==> src/rtl/firebird7_in_gate1_ijtag_host_pkg.sv <==
// Shared types for the IJTAG host sequencer: FSM states, default sizing and request record.
package firebird7_in_gate1_ijtag_host_pkg;

  localparam int unsigned MaxLenDefault = 64;
  localparam int unsigned CntWDefault   = $clog2(MaxLenDefault + 1);

  typedef enum logic [2:0] {
    StIdle,
    StCapture,
    StShift,
    StUpdate,
    StResp
  } host_state_e;

  typedef struct packed {
    logic [CntWDefault-1:0]   len;
    logic [MaxLenDefault-1:0] wdata;
  } req_t;

endpackage

==> src/rtl/firebird7_in_gate1_ijtag_host_drive.sv <==
// Falling-edge register stage for the network drive signals, cleared asynchronously by reset.
module firebird7_in_gate1_ijtag_host_drive
  import firebird7_in_gate1_ijtag_host_pkg::*;
(
  input  logic tck,
  input  logic reset_n,
  input  logic sel_nxt,
  input  logic ce_nxt,
  input  logic se_nxt,
  input  logic ue_nxt,
  input  logic si_nxt,
  output logic sel,
  output logic ce,
  output logic se,
  output logic ue,
  output logic si
);

  always_ff @(negedge tck or negedge reset_n) begin
    if (!reset_n) begin
      sel <= 1'b0;
      ce  <= 1'b0;
      se  <= 1'b0;
      ue  <= 1'b0;
      si  <= 1'b0;
    end else begin
      sel <= sel_nxt;
      ce  <= ce_nxt;
      se  <= se_nxt;
      ue  <= ue_nxt;
      si  <= si_nxt;
    end
  end

endmodule

==> src/rtl/firebird7_in_gate1_tessent_ijtag_host_seq.sv <==
// IJTAG initiator: one request runs CAPTURE, len SHIFT cycles and UPDATE, then returns so bits.
module firebird7_in_gate1_tessent_ijtag_host_seq
  import firebird7_in_gate1_ijtag_host_pkg::*;
#(
  parameter int unsigned MAX_LEN = MaxLenDefault,
  parameter int unsigned CNT_W   = $clog2(MAX_LEN + 1)
) (
  input  logic               ijtag_tck,
  input  logic               ijtag_reset,
  input  logic               req_valid,
  output logic               req_ready,
  input  logic [CNT_W-1:0]   req_len,
  input  logic [MAX_LEN-1:0] req_wdata,
  output logic               rsp_valid,
  input  logic               rsp_ready,
  output logic [MAX_LEN-1:0] rsp_rdata,
  output logic               rsp_err,
  output logic               ijtag_sel,
  output logic               ijtag_ce,
  output logic               ijtag_se,
  output logic               ijtag_ue,
  output logic               ijtag_si,
  input  logic               ijtag_so
);

  localparam int unsigned IdxW = (MAX_LEN > 1) ? $clog2(MAX_LEN) : 1;

  host_state_e        state_q;
  logic [CNT_W-1:0]   cnt_q;
  logic [CNT_W-1:0]   len_q;
  logic [MAX_LEN-1:0] wdata_q;
  logic [MAX_LEN-1:0] rdata_q;
  logic               rsp_valid_q;
  logic               rsp_err_q;

  logic [CNT_W-1:0]   cnt_inc;
  logic [MAX_LEN-1:0] so_vec;
  logic               len_illegal;
  logic               sel_nxt, ce_nxt, se_nxt, ue_nxt, si_nxt;

  assign cnt_inc     = cnt_q + CNT_W'(1);
  assign so_vec      = {{(MAX_LEN-1){1'b0}}, ijtag_so};
  assign len_illegal = (req_len == '0) || (req_len > CNT_W'(MAX_LEN));

  assign req_ready = ijtag_reset && (state_q == StIdle) && !rsp_valid_q;
  assign rsp_valid = rsp_valid_q;
  assign rsp_rdata = rdata_q;
  assign rsp_err   = rsp_err_q;

  always_ff @(posedge ijtag_tck or negedge ijtag_reset) begin
    if (!ijtag_reset) begin
      state_q     <= StIdle;
      cnt_q       <= '0;
      len_q       <= '0;
      wdata_q     <= '0;
      rdata_q     <= '0;
      rsp_valid_q <= 1'b0;
      rsp_err_q   <= 1'b0;
    end else begin
      case (state_q)
        StIdle: begin
          if (req_valid && req_ready) begin
            len_q   <= req_len;
            wdata_q <= req_wdata;
            rdata_q <= '0;
            cnt_q   <= '0;
            if (len_illegal) begin
              rsp_err_q <= 1'b1;
              state_q   <= StResp;
            end else begin
              rsp_err_q <= 1'b0;
              state_q   <= StCapture;
            end
          end
        end
        StCapture: state_q <= StShift;
        StShift: begin
          // so seen at this edge is the bit exposed by the previous falling edge
          rdata_q <= rdata_q | (so_vec << cnt_q);
          cnt_q   <= cnt_inc;
          if (cnt_inc == len_q) state_q <= StUpdate;
        end
        StUpdate: state_q <= StResp;
        StResp: begin
          // one cycle gap lets the network finish its falling-edge update before rsp_valid
          if (!rsp_valid_q) begin
            rsp_valid_q <= 1'b1;
          end else if (rsp_ready) begin
            rsp_valid_q <= 1'b0;
            rsp_err_q   <= 1'b0;
            state_q     <= StIdle;
          end
        end
        default: state_q <= StIdle;
      endcase
    end
  end

  always_comb begin
    sel_nxt = 1'b0;
    ce_nxt  = 1'b0;
    se_nxt  = 1'b0;
    ue_nxt  = 1'b0;
    si_nxt  = 1'b0;
    case (state_q)
      StCapture: begin
        sel_nxt = 1'b1;
        ce_nxt  = 1'b1;
      end
      StShift: begin
        sel_nxt = 1'b1;
        se_nxt  = 1'b1;
        si_nxt  = wdata_q[cnt_q[IdxW-1:0]];
      end
      StUpdate: begin
        sel_nxt = 1'b1;
        ue_nxt  = 1'b1;
      end
      default: ;
    endcase
  end

  firebird7_in_gate1_ijtag_host_drive u_drive (
    .tck     (ijtag_tck),
    .reset_n (ijtag_reset),
    .sel_nxt (sel_nxt),
    .ce_nxt  (ce_nxt),
    .se_nxt  (se_nxt),
    .ue_nxt  (ue_nxt),
    .si_nxt  (si_nxt),
    .sel     (ijtag_sel),
    .ce      (ijtag_ce),
    .se      (ijtag_se),
    .ue      (ijtag_ue),
    .si      (ijtag_si)
  );

endmodule

==> config.mk <==
export PLATFORM = sky130hd
export DESIGN_NAME = firebird7_in_gate1_tessent_ijtag_host_seq
export DESIGN_NICKNAME = d
export VERILOG_FILES = /design/src/rtl/firebird7_in_gate1_ijtag_host_pkg.sv /design/src/rtl/firebird7_in_gate1_ijtag_host_drive.sv /design/src/rtl/firebird7_in_gate1_tessent_ijtag_host_seq.sv
export SDC_FILE = /design/constraint.sdc
export NUM_CORES = 1
export LEC_CHECK = 0
export ABC_AREA = 1
export ABC_CLOCK_PERIOD_IN_PS = 2000
export BUFFER_PORTS_ARGS = -buffer_cell sky130_fd_sc_hd__buf_2
export CORE_ASPECT_RATIO = 1.2
export CORE_MARGIN = 2
export CORE_UTILIZATION = 43
export DETAILED_ROUTE_END_ITERATION = 7
export HOLD_SLACK_MARGIN = 0.05
export PLACE_DENSITY = 0.72
export SYNTH_ARGS = -nofsm -noshare
export SYNTH_HDL_FRONTEND = slang
export SYNTH_SLANG_ARGS = --single-unit
==> constraint.sdc <==
create_clock -name ijtag_tck -period 2 [get_ports ijtag_tck]
set_input_delay 0.1 -clock ijtag_tck [delete_from_list [all_inputs] [get_ports ijtag_tck]]
set_output_delay 0.1 -clock ijtag_tck [all_outputs]
set_load 0.05 [all_outputs]
==> results, run 1 <==
- Among cell families on the critical path, the largest total delay comes from simple AND/OR/NAND/NOR gates.
- Counting flops with a built-in enable in the synthesized netlist gives 0.
- The post-synthesis instance total is about 840.
- The headroom to the max-slew limit is 43.97%.
- The sum of negative setup slack is -0.9095 ns.
- The floorplan has 50 rows.
- The cell type contributing the most total cell area after synthesis is sky130_fd_sc_hd__dfrtp_1.
- After detailed placement, the design holds a cell count of 1236.
- Detailed routing inserted a total of between 6000 and 7000 vias.
- The largest fanout on the critical path is 4.
- The total die area is 16870 um2.
- In this run the tool buffered the top-level ports with 147 buffer cells.
- The max-capacitance violation count is 0.
- The number of CTS-inserted buffers is 17.
- The root cell of the clock tree is sky130_fd_sc_hd__clkbuf_16.
- Counting flops and latches in the post-synthesis netlist gives 152.
- The pin slew with the least headroom to its limit is 0.8405 ns.
- The aggregate global routing overflow is 0.
- Final hold analysis gives a worst-case slack of between 0.06 and 0.07 ns.
- The longest clock path from root to sink contains 2 buffers.
- The average wire per standard cell is roughly 14 um.
- The worst setup path is launched from a register.
- The number of standard cells in the final layout excluding fillers is 1349.
- The number of pins exceeding their max-slew limit in the final report is 0.
- The standard cell area after detailed placement is 8348 um2.
- The number of hold violations in the final report is 0.
- The share of Yosys cell area claimed by the top area cell type is 54.01%.
- The flow ran to the end, but the final reports show violations.
- Entering global routing, the biggest net connects 88 pins.
- The total buffers and inverters traversed by the critical path is 1.
- After clock tree synthesis, the clock-pin slew on the worst setup and hold paths is 0.06 ns.
- The worst slack at placement is -0.5448 ns.
- The number of unique standard cell types used by synthesis is 33.
- The final layout net count is between 1000 and 1500.
- The required time at the worst-slack endpoint is ~1.3 ns.
- The number of nets in the synthesized netlist is 913.
- The initial antenna violation count came to 1.
- The first global-routing pass estimated ~32 mm of wire.
- The mapped netlist covers between 6000 and 7000 um2.
- Once the floorplan was initialized, standard cells occupied 43.72% of the core.
- Ranked by total cell area, the synthesized netlist is headed by sky130_fd_sc_hd__dfrtp_1 54%, sky130_fd_sc_hd__nand2_1 17%, sky130_fd_sc_hd__o21ai_0 3.8%, sky130_fd_sc_hd__o21ai_1 3.8%, sky130_fd_sc_hd__nor2_1 3.7%.
- The layout-stage area growth over the synthesis result is 44.75%.
- The residual DRC count is 0.
- The signal on the critical path passes through buf_6 > or2_4 > nand3_2 > nand2_1 > nand2_1 > nand2_1 > nand2_1 > nand3_1 > o21bai_1 > nor2_1.
- For this run, the slowest stage of the critical path takes 0.43 ns.
- The routed design has between 15 and 20 mm of wire.
- By count the netlist is led by 301 x sky130_fd_sc_hd__nand2_1, 147 x sky130_fd_sc_hd__dfrtp_1, 67 x sky130_fd_sc_hd__nor2_1.
- The slowest stage of the critical path is the sky130_fd_sc_hd__dfrtp_2 cell.
- Setup repair after global routing could not meet its margin everywhere.
- The tree built by TritonCTS fans out to 152 sinks.
- The vertical extent of the die is 141.9 um.
- The register area share after synthesis is 55.85%.
- Data on the critical path arrives at its endpoint at ~1.8 ns.
- The later-pin clock latency in the skew report is between 0.4 and 0.5 ns.
- IR analysis of the VDD net gives a maximum drop of 0.6341 mV.
- Averaged over all synthesized cells, the footprint is ~8 um2.
- By startpoint and endpoint, the worst setup path is classified as reg -> reg.
- The final reports fail on negative setup slack.
- The total leakage power is 5.275 nW.
- The total number of yosys warnings is 0.
- Summed over all nets, the half-perimeter wirelength after detailed placement is 12.63 mm.
- The number of global-route vias before repair is between 6000 and 7000.
- The most repeated library cell on the critical path is sky130_fd_sc_hd__nand2_1.
- The area of all placed cells without fillers is approximately 9900 um2.
- The horizontal die dimension is ~120 um.
- The total area inside the core boundary comes to 15580 um2.
- TritonCTS built the clock tree.
- The global-route usage over all layers is 23.87%.
- The detail route stage leaves a number of antenna-violating nets equal to 0.
- The category of the worst setup path capture point is a register.
- The worst hold-check path type is in -> async.
- Setup violations remaining at the end of the flow were counted as 6.
- The async set-or-reset flop fraction in the synthesized netlist is 100.0%.
- In the post-synthesis netlist, the cell with the most instances is sky130_fd_sc_hd__nand2_1.
- Using the TritonRoute via totals, the vias-per-cell ratio works out to 4.883.
- Clock skew on the completed layout was measured at 0.02754 ns.
- The deepest level of the CTS H-tree is 4.
- The share of cells above drive strength 1 is 27.37%.
- The count of pins on the block boundary is approximately 150.
- The length of the first detailed-routing pass in iterations is 7.
- In this run the power density over the cells is roughly 690 nW/um2.
- Setup slack on the critical path of the routed design comes to -0.5629 ns.
- The most used flip-flop cell after synthesis is sky130_fd_sc_hd__dfrtp_1.
- The first routing iteration left 377 violations.
- The routability congestion estimate from global placement is 0.8639.
## layer usage
metal	wire length [um]	GRT usage (%)
met2	9817	39.47
met3	1005	5.265
met1	8220	30.57
met5	0	0
met4	469	9.586
## sequential cells by signal, indices dropped and copies added, names as in the netlist
signal / count
u_drive.si: 1
state_q: 3
len_q: 7
wdata_q: 64
rsp_valid: 1
cnt_q: 7
u_drive.ue: 1
u_drive.se: 1
rsp_err: 1
u_drive.sel: 1
rsp_rdata: 64
u_drive.ce: 1
## path summary, 6_finish.rpt
path / start / endpoint / slack (ns) / depth (start not counted)
worst max-delay path: cnt_q[0] / u_drive.si / -0.56 / 10
worst min-delay path: ijtag_reset / rsp_valid / 0.06 / 2
worst max register to register: cnt_q[0] / u_drive.si / -0.56 / 10
worst min register to register: rsp_rdata[22] / rsp_rdata[22] / 0.48 / 2
max in group asynchronous: ijtag_reset / wdata_q[7] / 0.45 / 4
min in group ijtag_tck: req_valid / state_q[0] / 0.09 / 5
## cell usage in the layout, fill, tap and decap left out, drive strengths merged
master / netlist / layout
dlygate4sd3: 0 / 73
or2: 2 / 2
a31oi: 13 / 13
a21oi: 7 / 7
o211ai: 2 / 2
ha: 1 / 1
dfrtn: 5 / 5
o31ai: 1 / 1
o21ai: 104 / 104
clkbuf: 19 / 19
nand2: 302 / 302
a21boi: 1 / 1
clkinv: 1 / 6
clkinvlp: 0 / 5
inv: 71 / 77
a22o: 1 / 1
xor2: 2 / 2
o22ai: 6 / 6
o21bai: 1 / 1
a32o: 3 / 3
nand4: 2 / 2
diode: 0 / 1
nor2: 69 / 69
buf: 27 / 241
nor3: 14 / 14
dfrtp: 147 / 147
bufinv: 0 / 1
nand3b: 1 / 1
nand3: 34 / 34
## metrics by stage
stage,power [mW],util (%)
global route,7.020,63.29
global placement,3.555,53.59
finish,6.762,63.29
detailed placement,3.563,53.59
CTS,6.813,62.49
floorplan,3.322,-
## final cells by class
| class | count | area [um2] |
|---|---|---|
| Inverter | 72 | 291.5 |
| Fill cell | 1271 | 5719 |
| Clock inverter | 14 | 136.4 |
| Timing Repair Buffer | 315 | 2341 |
| Antenna cell | 1 | 2.502 |
| Tap cell | 208 | 260.3 |
| Timing Repair inverter | 3 | 23.77 |
| Multi-Input combinational cell | 566 | 2559 |
| Clock buffer | 18 | 439.2 |
| Sequential cell | 152 | 3805 |
## report_power, final
part	internal [mW]	switching (mW)	leakage (nW)
combinational	0.250	0.197	3.07
sequential	3.14	0.0321	1.92
clock	1.77	1.37	0.280
## cell families after synthesis
| group | count (synthesis) | synth area share [%] |
|---|---|---|
| buffers and inverters | 118 | 7.643 |
| XOR/XNOR | 2 | 0.2573 |
| AND/OR/NAND/NOR | 424 | 25.04 |
| adder cells (fa/ha/maj) | 1 | 0.1837 |
| flip-flops | 152 | 55.85 |
| AO/OA/AOI/OAI | 139 | 11.02 |
## what timing repair did
action,CTS,global route
pin swaps,6,3
endpoints found under the hold margin,153,0
hold buffers,73,0
endpoints found under the setup margin,8,25
cloned,0,4
gates resized for setup,23,32
setup buffers,2,1
No activity file was read; power rests on OpenSTA's default activity.
==> run 2, diff against run 1 <==
--- a/config.mk
+++ b/config.mk
@@ -5,15 +5,16 @@
 export SDC_FILE = /design/constraint.sdc
 export NUM_CORES = 1
 export LEC_CHECK = 0
-export ABC_AREA = 1
 export ABC_CLOCK_PERIOD_IN_PS = 2000
 export BUFFER_PORTS_ARGS = -buffer_cell sky130_fd_sc_hd__buf_2
+export CELL_PAD_IN_SITES_DETAIL_PLACEMENT = 0
+export CELL_PAD_IN_SITES_GLOBAL_PLACEMENT = 1
 export CORE_ASPECT_RATIO = 1.2
 export CORE_MARGIN = 2
-export CORE_UTILIZATION = 43
+export CORE_UTILIZATION = 41
 export DETAILED_ROUTE_END_ITERATION = 7
 export HOLD_SLACK_MARGIN = 0.05
-export PLACE_DENSITY = 0.72
+export PLACE_DENSITY = 0.85
 export SYNTH_ARGS = -nofsm -noshare
 export SYNTH_HDL_FRONTEND = slang
 export SYNTH_SLANG_ARGS = --single-unit
==> run 2 against run 1 <==
The flow still finishes with violations (negative setup slack). Power grew 73%. Clock power is 10% lower. Synthesized area fell by 1.8%. Combinational power increased to 9.9 times the previous value. Sequential share of layout area grew 2.5 points. Critical path depth decreased by 3. Clock skew is 0.0011 ns higher. Synthesized cell count fell by 19%. Critical endpoint unchanged. Largest cell class unchanged.
==> results, run 2 <==
- The setup path with the least slack is of type reg -> reg.
- The library cell used most frequently in the layout, excluding fill and tap cells, is sky130_fd_sc_hd__nand2_1.
- The number of nets with antenna violations after detailed routing was 0 (unchanged).
- The total of endpoints with negative setup slack in the final report came to 6 (unchanged).
- The number of vias after detailed routing is 5681 (-14%).
- The power density normalized to cell area is 1260 nW/um2 (+84%).
- Setup repair after global routing could not meet its margin everywhere.
- The count of pins on the block boundary is 148 (unchanged).
- The max-capacitance violation count came to 0 (unchanged).
- The data arrival time at the worst-slack endpoint is 2.13 ns (+0.32 ns).
- The half-perimeter wire length after placement is 11.99 mm (-5.1%).
- The effective utilization at floorplan is 41.58% (-2.1 points).
- Clock tree synthesis selected as its root buffer the cell sky130_fd_sc_hd__clkbuf_16.
- The share of Yosys cell area claimed by the top area cell type was 55.01% (+1.0 points).
- The routability congestion estimate from global placement came to 0.7818 (-9.5%).
- The number of DRC markers in iteration 0 is 319 (-15%).
- The number of synthesized register bits is 152 (unchanged).
- The final cell utilization of the core is 57.59% (-5.7 points).
- The layout-stage area growth over the synthesis result is 38.51%.
- The number of nets in the synthesized netlist was 754 (-17%).
- The residual DRC count came to 0 (unchanged).
- In the layout the commonest cells are 254 x sky130_fd_sc_hd__nand2_1, 145 x sky130_fd_sc_hd__dfrtp_1, 141 x sky130_fd_sc_hd__buf_2, 74 x sky130_fd_sc_hd__dlygate4sd3_1, 45 x sky130_fd_sc_hd__nor2_1.
- The number of pins exceeding their max-slew limit in the final report is 0 (unchanged).
- The required time at the worst-slack endpoint is 1.23 ns (-0.02 ns).
- The number of global-route vias before repair is 5689 (-11%).
- The flow ran to the end, but the final reports show violations.
- The most common cell in the synthesized netlist is sky130_fd_sc_hd__nand2_1.
- The clock-pin slew on the worst setup and hold paths is 0.06 ns (about the same).
- STA classifies the critical path endpoint as a register.
- The total number of yosys warnings is 0 (unchanged).
- The final layout net count is 1002 (-17%).
- The post-synthesis instance total is 677 (-19%).
- The worst hold-check path type is in -> reg.
- The aggregate global routing overflow was 0 (unchanged).
- The number of unique standard cell types used by synthesis is 51 (+55%).
- The global-route usage over all layers is 20.88% (-3.0 points).
- The wire length of the first global-routing pass came to 28.25 mm (-11%).
- The pin slew with the least headroom to its limit came to 0.8636 ns (+0.02306 ns).
- The number of CTS-inserted buffers is 17 (unchanged).
- The final reports fail on negative setup slack.
- The aggregate routed wire length is 17.42 mm (-11%).
- The vertical extent of the die was 143.9 um (+1.4%).
- The register area share after synthesis is 56.89% (+1.0 points).
- The share of cells above drive strength 1 is 27.53% (+0.17 points).
- The deepest level of the CTS H-tree is 4 (unchanged).
- The maximum number of pins on one net before global-route repair is 72 (-18%).
- The count of flip-flops with a built-in enable after synthesis came to 0 (unchanged).
- The cell type contributing the most total cell area after synthesis is sky130_fd_sc_hd__dfrtp_1.
- The post-detailed-route via-to-cell ratio is 4.944 (+1.3%).
- The number of buffers on the longest clock path is 2 (unchanged).
- The total leakage power was 4.742 nW (-10%).
- The clock skew after layout is 0.02864 ns (+0.001101 ns).
- The later-pin clock latency in the skew report was 0.42 ns (about the same).
- The total die area is 17350 um2 (+2.9%).
- The length of the first detailed-routing pass in iterations is 4 (-3).
- The sum of negative setup slack came to -1.229 ns (-0.3191 ns).
- The number of hold violations in the final report is 0 (unchanged).
- The number of diodes is 0 (-1).
- STA classifies the critical path startpoint as a register.
- The initial antenna violation count is 0 (-1).
- The area of the core was 16080 um2 (+3.2%).
- The maximum ir drop on the vdd rail is 0.7140 mV (+13%).
- The average wire per standard cell is 15.16 um (+4.8%).
- The CTS tree is built.
- In the synthesized netlist the dominant register cell turns out to be sky130_fd_sc_hd__dfrtp_1.
- The standard cell area after detailed placement came to 7910 um2 (-5.2%).
- The number of cell rows is 51 (+2.0%).
- The area of all placed cells without fillers came to 9261 um2 (-6.1%).
- The horizontal die dimension is 120.6 um (+1.4%).
- The headroom to the max-slew limit came to 42.43% (-1.5 points).
- The number of I/O port buffers is 147 (unchanged).
- The average footprint of a synthesized cell is 9.877 um2 (+21%).
- Ranked by total cell area, the synthesized netlist is headed by sky130_fd_sc_hd__dfrtp_1 55%, sky130_fd_sc_hd__nand2_1 14%, sky130_fd_sc_hd__mux4_2 3.7%, sky130_fd_sc_hd__o21ai_0 2.6%, sky130_fd_sc_hd__nor2_1 2.5%.
- The largest fanout on the critical path is 6 (+2).
- The worst slack at placement is -0.9123 ns (-0.3675 ns).
- The worst-case setup margin in the final layout is -0.8984 ns (-0.3355 ns).
- Ranked by instance count, the synthesized netlist is headed by 254 x sky130_fd_sc_hd__nand2_1, 147 x sky130_fd_sc_hd__dfrtp_1, 45 x sky130_fd_sc_hd__nor2_1.
- The summed instance area of the synthesized netlist was 6686 um2 (-1.8%).
- The async set-or-reset flop fraction in the synthesized netlist came to 100.0% (unchanged).
- The clock sink count is 152 (unchanged).
-- run 2: cell count changes after synthesis, moves of 11 or more --
cell,previous run,this run
sky130_fd_sc_hd__o21ai_0,52,35
sky130_fd_sc_hd__o21ai_1,52,0
sky130_fd_sc_hd__a31oi_1,13,2
sky130_fd_sc_hd__nand3_1,34,10
sky130_fd_sc_hd__buf_2,14,29
sky130_fd_sc_hd__inv_1,65,3
sky130_fd_sc_hd__nor2_1,67,45
sky130_fd_sc_hd__nand2_1,301,254
sky130_fd_sc_hd__mux4_2,0,11
sky130_fd_sc_hd__a22o_1,1,17
sky130_fd_sc_hd__a21oi_1,7,29
-- run 2: cell families after synthesis --
| logic type | after synthesis | synth area share (%) |
|---|---|---|
| AOI/OAI and AO/OA | 97 | 9.038 |
| xor gates and xnor gates | 7 | 1.123 |
| adders and majority gates | 1 | 0.1871 |
| buffers and inverters | 45 | 3.424 |
| DFF | 152 | 56.89 |
| muxes | 24 | 6.868 |
| and+or+nand+nor | 351 | 22.47 |
-- run 2: area by class of cell --
| type | count | area (um2) |
|---|---|---|
| fill | 1437 | 6819 |
| sequential | 152 | 3806 |
| multi-input combinational | 480 | 2670 |
| timing repair buffer | 271 | 1994 |
| clock buffer | 19 | 432.9 |
| tap | 212 | 265.3 |
| clock inverter | 12 | 81.33 |
| inverter | 3 | 11.26 |
-- run 2: routing by layer --
metal / vias to the layer above / share of wire (%) / track usage (%)
li1: 2749 / - / -
met1: 2772 / 43 / 26.79
met2: 141 / 52 / 35.92
met3: 19 / 3.5 / 3.492
met4: 0 / 1.4 / 7.099
met5: - / 0 / 0
-- run 2: path summary, 6_finish.rpt --
kind / cells after the start / end / slack (ns) / start
max in group asynchronous: 3 / u_drive.si / 0.34 / ijtag_reset
hold / removal: 4 / state_q[2] / 0.21 / ijtag_reset
setup reg to reg: 7 / u_drive.si / -0.90 / cnt_q[0]
min in group asynchronous: 3 / state_q[0] / 0.34 / ijtag_reset
setup / recovery: 7 / u_drive.si / -0.90 / cnt_q[0]
hold reg to reg: 2 / rsp_rdata[52] / 0.47 / rsp_rdata[52]
-- run 2: repair_timing --
action / CTS / global route
pin swaps: 5 / 2
hold endpoints to repair: 222 / 0
setup buffers: 1 / 1
setup endpoints to repair: 6 / 24
resized for setup: 18 / 9
gates cloned: 1 / 0
hold buffers: 74 / 0
-- run 2: through the flow --
stage	hold WS [ns]	power [mW]	std cells
after floorplan	-0.1956	7.214	677
after global placement	0.1958	8.413	1041
after detailed placement	0.1951	8.546	1041
after CTS	0.1925	11.69	1148
after global routing	0.2328	12.41	1149
final	0.2058	11.67	1149
-- run 2: report_power, final --
part | total (mW) | internal (mW) | switching [mW]
Combinational | 4.41 | 2.03 | 2.38
Clock | 2.82 | 1.57 | 1.25
Sequential | 4.44 | 3.90 | 0.542
-- run 2: worst max-delay path: stages, from the launching register on --
cell,delay [ns]
sky130_fd_sc_hd__dfrtp_2,0.41
sky130_fd_sc_hd__buf_12,0.12
sky130_fd_sc_hd__buf_16,0.12
sky130_fd_sc_hd__mux4_2,0.50
sky130_fd_sc_hd__mux2i_2,0.20
sky130_fd_sc_hd__nor2_1,0.07
sky130_fd_sc_hd__a211oi_2,0.22
sky130_fd_sc_hd__nor3_1,0.07
==> run 3, diff against run 2 <==
--- a/config.mk
+++ b/config.mk
@@ -9,7 +9,7 @@
 export BUFFER_PORTS_ARGS = -buffer_cell sky130_fd_sc_hd__buf_2
 export CELL_PAD_IN_SITES_DETAIL_PLACEMENT = 0
 export CELL_PAD_IN_SITES_GLOBAL_PLACEMENT = 1
-export CORE_ASPECT_RATIO = 1.2
+export CORE_ASPECT_RATIO = 0.9
 export CORE_MARGIN = 2
 export CORE_UTILIZATION = 41
 export DETAILED_ROUTE_END_ITERATION = 7
==> run 3 against run 2 <==
Clock power increased by 17%. Flip-flop and latch count unchanged. Via count shrank 0.58%. Cell count rose by 0.17%. Power is 4.2% higher. Non-clock buffer count increased by 6. The run still ends with negative setup slack left. Wire length is essentially flat. Die area about the same. Utilization grew 1.4 points.
==> results, run 3 (synthesized netlist as in run 2, its figures left out) <==
- The flow ran to the end, but the final reports show violations.
- The worst setup path is captured at a register.
- The critical path goes through buf_12 > mux4_1 > mux2i_1 > o221ai_1 > nor3_2 > nor3_1.
- The aggregate routed wire length came to 17.41 mm (about the same).
- The number of global-route vias before repair is 5747 (+1.0%).
- The area of the core is 16020 um2 (-0.37%).
- The aggregate global routing overflow is 0 (unchanged).
- The number of cell rows is 44 (-14%).
- The number of buffers on the longest clock path came to 2 (unchanged).
- The tightest min-delay check is of the in -> async type.
- The vertical extent of the die was 125.2 um (-13%).
- The CTS tree is built.
- The initial antenna violation count is 0 (unchanged).
- The number of hold violations in the final report is 0 (unchanged).
- The number of diodes is 0 (unchanged).
- The residual DRC count is 0 (unchanged).
- The worst-case setup margin in the final layout is -0.9779 ns (-0.07949 ns).
- The setup slack of the worst register-to-register path was -0.98 ns (-0.08 ns).
- The data arrival time at the worst-slack endpoint was 2.21 ns (+0.08 ns).
- The number of I/O port buffers is 147 (unchanged).
- The count of pins on the block boundary is 148 (unchanged).
- The depth of the worst register-to-register path was 6 (-1).
- The number of pins exceeding their max-slew limit in the final report came to 0 (unchanged).
- The deepest level of the CTS H-tree is 4 (unchanged).
- The number of CTS-inserted buffers is 17 (unchanged).
- The total power draw is 12.15 mW (+4.2%).
- Leaving out fill and tap cells, the most frequent cells in the layout are 254 x sky130_fd_sc_hd__nand2_1, 146 x sky130_fd_sc_hd__dfrtp_1, 141 x sky130_fd_sc_hd__buf_2, 74 x sky130_fd_sc_hd__dlygate4sd3_1, 45 x sky130_fd_sc_hd__nor2_1.
- Setup repair after global routing could not meet its margin everywhere.
- The clock-pin slew on the worst setup and hold paths is 0.06 ns (about the same).
- The most frequent standard cell in the layout excluding fill and tap cells is sky130_fd_sc_hd__nand2_1.
- The later-pin clock latency in the skew report came to 0.42 ns (about the same).
- The global-route usage over all layers is 20.78% (-0.099 points).
- The share of cells above drive strength 1 came to 27.12% (-0.42 points).
- The headroom to the max-slew limit is 42.01% (-0.42 points).
- The sum of negative setup slack was -1.412 ns (-0.1832 ns).
- The number of nets with antenna violations after detailed routing is 0 (unchanged).
- The highest cell delay on the worst timing path is 0.54 ns (+0.04 ns).
- The total die area was 17350 um2 (about the same).
- The length of the first detailed-routing pass in iterations is 5 (+1).
- The final layout net count is 1008 (+0.60%).
- The total leakage power is 4.866 nW (+2.6%).
- The effective utilization at floorplan is 41.74% (+0.16 points).
- The clock skew after layout came to 0.02589 ns (-0.002749 ns).
- The maximum ir drop on the vdd rail was 0.8692 mV (+22%).
- STA classifies the critical path startpoint as a register.
- The slowest cell on the critical path is sky130_fd_sc_hd__mux4_1.
- The final reports fail on negative setup slack.
- The clock sink count is 152 (unchanged).
- The routability congestion estimate from global placement came to 0.7852 (+0.43%).
- The half-perimeter wire length after placement is 11.67 mm (-2.6%).
- The post-detailed-route via-to-cell ratio came to 4.907 (-0.75%).
- The largest fanout on the critical path came to 5 (-1).
- The source of the worst register-to-register timing path is cnt_q[0].
- The tightest hold margin came to 0.09225 ns (-0.1136 ns).
- The average wire per standard cell came to 15.12 um (-0.25%).
- The required time at the worst-slack endpoint is 1.23 ns (about the same).
- The max-capacitance violation count came to 0 (unchanged).
- From synthesis to final layout, the design area changed by 41.32%.
- The number of DRC markers in iteration 0 is 357 (+12%).
- The horizontal die dimension is 138.6 um (+15%).
- The worst register-to-register path ends at u_drive.si.
- The maximum number of pins on one net before global-route repair is 72 (unchanged).
- The total of endpoints with negative setup slack in the final report is 8 (+2).
- The cell sitting at the root of the clock tree is a sky130_fd_sc_hd__clkbuf_16.
- The wire length of the first global-routing pass is 28.94 mm (+2.4%).
- The power density normalized to cell area was 1286 nW/um2 (+2.1%).
- The setup path with the least slack is of type reg -> reg.
- The number of vias after detailed routing is 5648 (-0.58%).
- The worst slack at placement was -1.013 ns (-0.1011 ns).
- The pin slew with the least headroom to its limit came to 0.8698 ns (+0.006276 ns).
run 3: cell types whose count changed in the layout (fill, tap and decap cells not counted), sizes merged:
cell          previous run  this run
bufinv                   0         3
inv                      4         5
clkbuf                  20        22
clkinvlp                 4         2
buf                    196       202
dlymetal6s4s             0         1
clkinv                   7         3
run 3: worst max-delay path by stage:
stage          depth (start not counted)          to     start
5_1_grt                                6  u_drive.si  cnt_q[0]
2_1_floorplan                          7  u_drive.si  cnt_q[0]
4_1_cts                                6  u_drive.si  cnt_q[0]
3_5_place_dp                           6  u_drive.si  cnt_q[0]
3_3_place_gp                           6  u_drive.si  cnt_q[0]
6_report                               6  u_drive.si  cnt_q[0]
run 3: area by class of cell:
cell class	instances	area, um2
multi-input cells	480	2695
flip-flops and latches	152	3807
well taps	207	259.0
clock buffers	22	464.2
clock inverters	10	141.4
inverters	3	11.26
repair buffers	277	2071
fillers	1354	6571
run 3: what timing repair did:
item                                    in CTS  in global routing
hold endpoints to repair                   220                  1
hold buffers                                74                  1
pin swaps                                    3                  7
endpoints found under the setup margin       8                  9
setup buffers                                5                  2
resized for setup                           13                 15
run 3: metrics by stage:
stage | util [%] | area [um2] | cells
global placement | 49.47 | 7925 | 1037
floorplan | - | 6693 | 677
CTS | 58.43 | 9361 | 1148
detailed placement | 49.47 | 7925 | 1037
finish | 58.98 | 9449 | 1151
global route | 58.98 | 9449 | 1151
run 3: per-layer routing:
| metal | global-route usage [%] | part of all wire (%) |
|---|---|---|
| met1 | 29.65 | 49 |
| met2 | 32.91 | 46 |
| met3 | 4.864 | 4.3 |
| met4 | 4.397 | 0.71 |
| met5 | 0 | 0 |
run 3: critical path: cells and delay by family (launching register included):
kind	cells	cell delay (ns)
multiplexers	2	0.73
flip-flops	1	0.46
AND/OR/NAND/NOR	2	0.30
AO/OA/AOI/OAI	1	0.17
buffers and inverters	1	0.12
run 3: power by group:
part / total (mW) / internal (mW) / leakage (nW) / switching [mW]
logic: 4.41 / 2.06 / 2.56 / 2.36
clock network: 3.29 / 2.03 / 0.291 / 1.25
registers: 4.45 / 3.90 / 2.01 / 0.552
